===== config.mk =====
export PLATFORM = sky130hd
export DESIGN_NAME = rom_boot_copier
export DESIGN_NICKNAME = d
export VERILOG_FILES = /design/src/rtl/rom_boot_pkg.sv /design/src/rtl/boot_magic_checker.sv /design/src/rtl/rom_boot_copier.sv
export SDC_FILE = /design/constraint.sdc
export NUM_CORES = 1
export LEC_CHECK = 0
export ABC_AREA = 1
export BUFFER_PORTS_ARGS = -buffer_cell sky130_fd_sc_hd__buf_2
export CAP_MARGIN = 20
export CORE_MARGIN = 2
export CORE_UTILIZATION = 49
export DETAILED_ROUTE_END_ITERATION = 7
export PLACE_DENSITY = 0.76
export REMOVE_ABC_BUFFERS = 1
export SLEW_MARGIN = 10
export SYNTH_ARGS = -nofsm -noshare
export SYNTH_HDL_FRONTEND = slang
export SYNTH_SLANG_ARGS = --single-unit

===== constraint.sdc =====
create_clock -name clk -period 1.6 [get_ports clk]
set_input_delay 0.16 -clock clk [delete_from_list [all_inputs] [get_ports clk]]
set_output_delay 0.16 -clock clk [all_outputs]
set_load 0.03 [all_outputs]

===== src/rtl/rom_boot_pkg.sv =====
// -----------------------------------------------------------------------------
// rom_boot_pkg
// Shared definitions for the ROM boot copier:
//   - boot_state_t : sequencer states (FETCH, WRITE, DONE, ERROR)
//   - MAGIC_LEN    : number of header bytes that must match
//   - BOOT_MAGIC   : expected header bytes, "ASRM" (index 0 is the first ROM byte)
//   - magic_byte() : header byte lookup helper
// -----------------------------------------------------------------------------
package rom_boot_pkg;

  typedef enum logic [1:0] {
    FETCH = 2'd0,
    WRITE = 2'd1,
    DONE  = 2'd2,
    ERROR = 2'd3
  } boot_state_t;

  localparam int MAGIC_LEN = 4;

  localparam logic [7:0] BOOT_MAGIC [MAGIC_LEN] = '{8'h41, 8'h53, 8'h52, 8'h4D};

  // Header byte at position idx; only meaningful for idx < MAGIC_LEN.
  function automatic logic [7:0] magic_byte(input int unsigned idx);
    return BOOT_MAGIC[idx % MAGIC_LEN];
  endfunction

endpackage : rom_boot_pkg


===== src/rtl/boot_magic_checker.sv =====
// -----------------------------------------------------------------------------
// boot_magic_checker
// Purely combinational header check. While the copy index points into the
// header, the byte coming out of the ROM must equal BOOT_MAGIC[index].
//
// Ports:
//   index     in  IDX_W  current copy index
//   rom_data  in  8      byte read from the ROM for this index
//   in_header out 1      index lies inside the header
//   mismatch  out 1      index lies inside the header and the byte is wrong
// -----------------------------------------------------------------------------
module boot_magic_checker
  import rom_boot_pkg::*;
#(
  parameter int IDX_W = 9
) (
  input  logic [IDX_W-1:0] index,
  input  logic [7:0]       rom_data,
  output logic             in_header,
  output logic             mismatch
);

  // One match term per header position; at most one can be selected.
  logic [MAGIC_LEN-1:0] hit;

  generate
    for (genvar gi = 0; gi < MAGIC_LEN; gi++) begin : g_magic
      assign hit[gi] = (index == IDX_W'(gi)) && (rom_data == magic_byte(gi));
    end
  endgenerate

  assign in_header = (index < IDX_W'(MAGIC_LEN));
  assign mismatch  = in_header && (hit == '0);

endmodule : boot_magic_checker


===== src/rtl/rom_boot_copier.sv =====
// -----------------------------------------------------------------------------
// rom_boot_copier
// Boot-time sequencer: validates the 4-byte "ASRM" header at the start of the
// program ROM, copies COPY_LEN ROM bytes into CPU RAM through a ready-handshaked
// write port, and keeps the CPU in reset until the copy has succeeded.
//
// Parameters:
//   ROM_ADDR_W  ROM address width (also the copy index width)
//   RAM_ADDR_W  RAM address width
//   COPY_LEN    bytes copied, ROM addresses 0..COPY_LEN-1 (4..2^ROM_ADDR_W)
//   RAM_BASE    RAM address receiving ROM byte 0
//
// Ports:
//   clk        in   1           system clock
//   reset      in   1           asynchronous, active-high reset
//   start      in   1           restart pulse, honoured only in DONE / ERROR
//   rom_enable out  1           ROM output enable
//   rom_addr   out  ROM_ADDR_W  ROM address
//   rom_data   in   8           ROM read data (one-cycle latency)
//   ram_addr   out  RAM_ADDR_W  RAM write address
//   ram_data   out  8           RAM write data
//   ram_we     out  1           RAM write request
//   ram_ready  in   1           RAM accepts when ram_we & ram_ready at an edge
//   checksum   out  8           mod-256 sum of accepted bytes
//                               (only with ROM_BOOT_COPIER_CHECKSUM_EN defined)
//   cpu_reset  out  1           holds the CPU in reset while high
//   done       out  1           copy completed (level)
//   error      out  1           header mismatch (level)
//
// Optional feature macro: ROM_BOOT_COPIER_CHECKSUM_EN
//
// Timing: each byte spends one cycle in FETCH (address presented) and one in
// WRITE (data valid, write requested), so an unstalled copy of N bytes reaches
// DONE 2N cycles after reset release. ram_we/ram_data are decoded from the
// WRITE state and the live ROM byte so the write is requested in the same cycle
// the data appears; all other outputs come straight from registers.
// -----------------------------------------------------------------------------
module rom_boot_copier
  import rom_boot_pkg::*;
#(
  parameter int                    ROM_ADDR_W = 9,
  parameter int                    RAM_ADDR_W = 16,
  parameter int                    COPY_LEN   = 387,
  parameter logic [RAM_ADDR_W-1:0] RAM_BASE   = 16'h0000
) (
  input  logic                  clk,
  input  logic                  reset,
  input  logic                  start,
  output logic                  rom_enable,
  output logic [ROM_ADDR_W-1:0] rom_addr,
  input  logic [7:0]            rom_data,
  output logic [RAM_ADDR_W-1:0] ram_addr,
  output logic [7:0]            ram_data,
  output logic                  ram_we,
  input  logic                  ram_ready,
`ifdef ROM_BOOT_COPIER_CHECKSUM_EN
  output logic [7:0]            checksum,
`endif
  output logic                  cpu_reset,
  output logic                  done,
  output logic                  error
);

  localparam logic [ROM_ADDR_W-1:0] LAST_IDX = ROM_ADDR_W'(COPY_LEN - 1);

  boot_state_t           state_reg;
  logic [ROM_ADDR_W-1:0] index_reg;
  logic [RAM_ADDR_W-1:0] ram_addr_reg;
  logic                  rom_enable_reg;
  logic                  cpu_reset_reg;
  logic                  done_reg;
  logic                  error_reg;

  logic in_header;
  logic magic_bad;
  logic in_write;
  logic write_accept;
  logic restart;

  boot_magic_checker #(
    .IDX_W (ROM_ADDR_W)
  ) u_magic (
    .index     (index_reg),
    .rom_data  (rom_data),
    .in_header (in_header),
    .mismatch  (magic_bad)
  );

  assign in_write     = (state_reg == WRITE);
  // A bad header byte suppresses the write request in the very cycle it is seen.
  assign write_accept = in_write && !magic_bad && ram_ready;
  assign restart      = start && ((state_reg == DONE) || (state_reg == ERROR));

  // ---------------------------------------------------------------------------
  // Sequencer
  // ---------------------------------------------------------------------------
  always_ff @(posedge clk or posedge reset) begin
    if (reset) begin
      state_reg      <= FETCH;
      index_reg      <= '0;
      ram_addr_reg   <= RAM_BASE;
      rom_enable_reg <= 1'b0;
      cpu_reset_reg  <= 1'b1;
      done_reg       <= 1'b0;
      error_reg      <= 1'b0;
    end else begin
      case (state_reg)
        FETCH: begin
          // rom_addr already equals index; the ROM returns the byte next cycle.
          rom_enable_reg <= 1'b1;
          state_reg      <= WRITE;
        end

        WRITE: begin
          // rom_enable and rom_addr are left untouched so the ROM keeps
          // re-reading the same byte and rom_data stays put while stalled.
          if (magic_bad) begin
            state_reg      <= ERROR;
            rom_enable_reg <= 1'b0;
            error_reg      <= 1'b1;
          end else if (ram_ready) begin
            if (index_reg == LAST_IDX) begin
              state_reg      <= DONE;
              rom_enable_reg <= 1'b0;
              done_reg       <= 1'b1;
              cpu_reset_reg  <= 1'b0;
            end else begin
              state_reg    <= FETCH;
              index_reg    <= index_reg + 1'b1;
              // Wraps naturally at RAM_ADDR_W bits.
              ram_addr_reg <= ram_addr_reg + 1'b1;
            end
          end
        end

        DONE, ERROR: begin
          if (start) begin
            state_reg      <= FETCH;
            index_reg      <= '0;
            ram_addr_reg   <= RAM_BASE;
            rom_enable_reg <= 1'b1;
            cpu_reset_reg  <= 1'b1;
            done_reg       <= 1'b0;
            error_reg      <= 1'b0;
          end
        end

        default: begin
          state_reg <= FETCH;
        end
      endcase
    end
  end

`ifdef ROM_BOOT_COPIER_CHECKSUM_EN
  // ---------------------------------------------------------------------------
  // Running mod-256 sum of every byte the RAM has accepted.
  // ---------------------------------------------------------------------------
  logic [7:0] checksum_reg;

  always_ff @(posedge clk or posedge reset) begin
    if (reset) begin
      checksum_reg <= 8'h00;
    end else if (restart) begin
      checksum_reg <= 8'h00;
    end else if (write_accept) begin
      checksum_reg <= checksum_reg + rom_data;
    end
  end

  assign checksum = checksum_reg;
`endif

  // ---------------------------------------------------------------------------
  // Outputs
  // ---------------------------------------------------------------------------
  assign rom_enable = rom_enable_reg;
  assign rom_addr   = index_reg;
  assign ram_addr   = ram_addr_reg;
  assign ram_we     = in_write && !magic_bad;
  assign ram_data   = in_write ? rom_data : 8'h00;
  assign cpu_reset  = cpu_reset_reg;
  assign done       = done_reg;
  assign error      = error_reg;

  // The header indication is only needed for the mismatch term inside the
  // checker; it is kept on the checker interface for debug visibility.
  logic unused_ok;
  assign unused_ok = in_header ^ write_accept ^ restart;

endmodule : rom_boot_copier


==> out/results.ini <==
[sta]
rsz0062_at_grt = true
timing.fmax_mhz = 526
setup_tns_ns = -6.29
tightestPinTransition_ns = 0.407
slew_violations = 0
setup_violations = 32
fin_ws_ns = -0.302
finalHoldViolCount = 0
timing.final.crit_period_ns = 1.90
finClkSkew_ns = 0.0110
holdWs_ns = 0.201
slew_headroom = 0.728
period_share = 1.19

[power_and_ir_drop]
cellLeakagePower_uw = 0.00155
ir_worst_vdd_mv = 0.673
finalPower_uw = 4230
power_density_nw_per_um2 = 1480

[clock_network]
cts_buffers = 5
clkTransAtPathRegs_ns = 0.07
cts.sinks = 31
worstSkewPairLatency_ns = 0.29
clockBufferDepth = 2
htree_levels = 2
cts_tree = done
root_buffer = clkbuf_8

[logic_synthesis]
syn_area_sq_um = 2190
syn_area_per_cell_sq_um = 6.77
synthCells = 324
synthArstFlopShare = 1.00
synth_area_leaders = dfrtp_1 (34%), nand2_1 (17%), nor2_1 (9.9%)
yosys_warnings = 0
synth_largest_area_cell = dfrtp_1
synth_seq_area_share = 0.354
synthDominantCellAreaShare = 0.342
synthTopCellsByCount = nand2_1 (101), nor2_1 (58), dfrtp_1 (30)
yosys_most_used_dff = dfrtp_1
yosysMostFrequentCell = nand2_1
ys_ff_latch = 31
synth-edff-count = 0
synth.distinct_cells = 32

[floorplanning]
core_sq_um = 4320
dieArea_sq_um = 5020
initial_core_util = 0.507
dieWidth_microns = 70.9
die_y_microns = 70.9
ioPinCount = 50
rows = 24

[critical_path]
crit_buf_inv = 3
r2r_setup_slack_ns = -0.23
r2r-end = ram_addr[13]
crit_arrival_ns = 1.74
endpoint_kind = output pin
path_common_cell = buf_6
max_stage_delay_ns = 0.42
path_delay_family = flip-flops
crit_required_ns = 1.44
r2r_start = rom_addr[0]
critPathMaxFanout = 4
crit_chain = buf_4 -> ha_1 -> nand3_1 -> nor2_1 -> o21bai_1 -> nand2_2 -> nand2_4 -> buf_6 -> nor2_4 -> buf_6
cp-start-kind = flip-flop
critPathKind = reg2out
r2r_cells = 13
crit_path_top_delay_cell = dfrtp_1

[layout]
design_area_sq_um = 2850
drive_gt1_frac = 0.278
largest_reg_flops = 16
fin_nets = 415
nFillCells = 401
area_growth_pct = 30.0
antennaDiodeCount = 0

[placed_design]
dpl_cell_area_sq_um = 2640
hpwl_mm = 3.93
place_congestion = 0.891
dp_slack_ns = -0.0846
port_buffers = 49

[global_routing]
grtUsageMet2 = 0.418
antenna_found_initial = 0
grt.overflow.total = 0
grt_pass1_wl_mm = 9.69
first_global_vias = 2239
grt.busiest_layer = met2
grt_util_all_layers = 0.237
grt_max_degree = 32
gr-usage-met3 = 0.0385
met1_usage = 0.294

[min_path]
hold_depth = 3
min_from = start
hold_path.class = in2reg
min_to = cpu_reset

[routing]
drc = 0
wl_per_cell_microns = 12.6
drtIter0Drc = 85
vias = 2361
ant_nets = 0
dr.pass1.iters = 4
via_per_inst = 5.24
drt-total-wl_mm = 5.67

[job]
drv_cap = 0

[status]
violations = setup timing
status = complete, but fails checks

==> report_power, final <==
part / internal (uW) / switching (uW) / leakage (uW) / total (uW)
Combinational: 913 / 1620 / 0.00109 / 2530
Clock: 346 / 286 / 0.0000482 / 633
Sequential: 936 / 123 / 0.000411 / 1060
Total: 2200 / 2030 / 0.00155 / 4230
==> layout make-up <==
cell class                      count  area, sq um  share of cell area
Sequential cell                    31          779               0.273
Tap cell                           52         65.1              0.0228
Timing Repair Buffer               80          532               0.187
Clock inverter                      1         5.00             0.00176
Multi-Input combinational cell    249         1270               0.444
Clock buffer                        7         86.3              0.0303
Inverter                           31          116              0.0408
==> metal layers <==
metal | wire length (microns) | up-vias
li1 | - | 1186
met1 | 2370 | 1091
met2 | 2910 | 78
met3 | 330 | 6
met4 | 57 | 0
met5 | 0 | -
==> tightest hold or removal path, cell delays in order <==
cell and delay (ns):
buf_2 0.10, nand2_1 0.14, nand2_1 0.07
==> through the flow <==
step           instances   util
6_report             451  0.659
5_1_grt              451  0.659
4_1_cts              449  0.652
3_5_place_dp         438  0.611
3_3_place_gp         438  0.611
2_1_floorplan        311      -
==> worst max-delay path by stage <==
stage | startpoint | to | slack [ns] | depth (start not counted)
finish | rom_addr[0] | ram_we | -0.30 | 10
CTS | rom_addr[0] | ram_we | -0.26 | 10
global route | rom_addr[0] | ram_we | -0.41 | 11
floorplan | rom_addr[0] | ram_addr[13] | -0.39 | 12
global placement | rom_addr[0] | ram_we | -0.05 | 10
detailed placement | rom_addr[0] | ram_addr[4] | -0.08 | 11
==> layout by cell type (no fill, tap or decap), drive strengths merged, types with 4 or more instances in the layout <==
master / n
a21oi: 9
buf: 79
clkbuf: 7
dfrtp: 30
ha: 5
inv: 31
nand2: 105
nand3: 17
nand4: 28
nor2: 62
nor3: 4
o21ai: 6
xor2: 5
==> what timing repair did <==
action                     CTS  global route
buffers inserted             2             2
hold endpoints to repair    30             0
resized for setup           18             6
pin swaps                    4             8
hold buffers                 1             0
gates cloned                 0             0
setup endpoints to repair   33            40
==> cell families (layout without fill, tap and decap cells) <==
kind of cell	Yosys count	in the layout	share of synthesized area
AND/OR/NAND/NOR	220	220	0.451
buffers and inverters	44	119	0.0907
flip-flops	31	31	0.354
AO/OA/AOI/OAI	18	18	0.0508
XOR/XNOR	6	6	0.0240
adder cells (fa/ha/maj)	5	5	0.0285
Power figures use the tool's default switching activity.
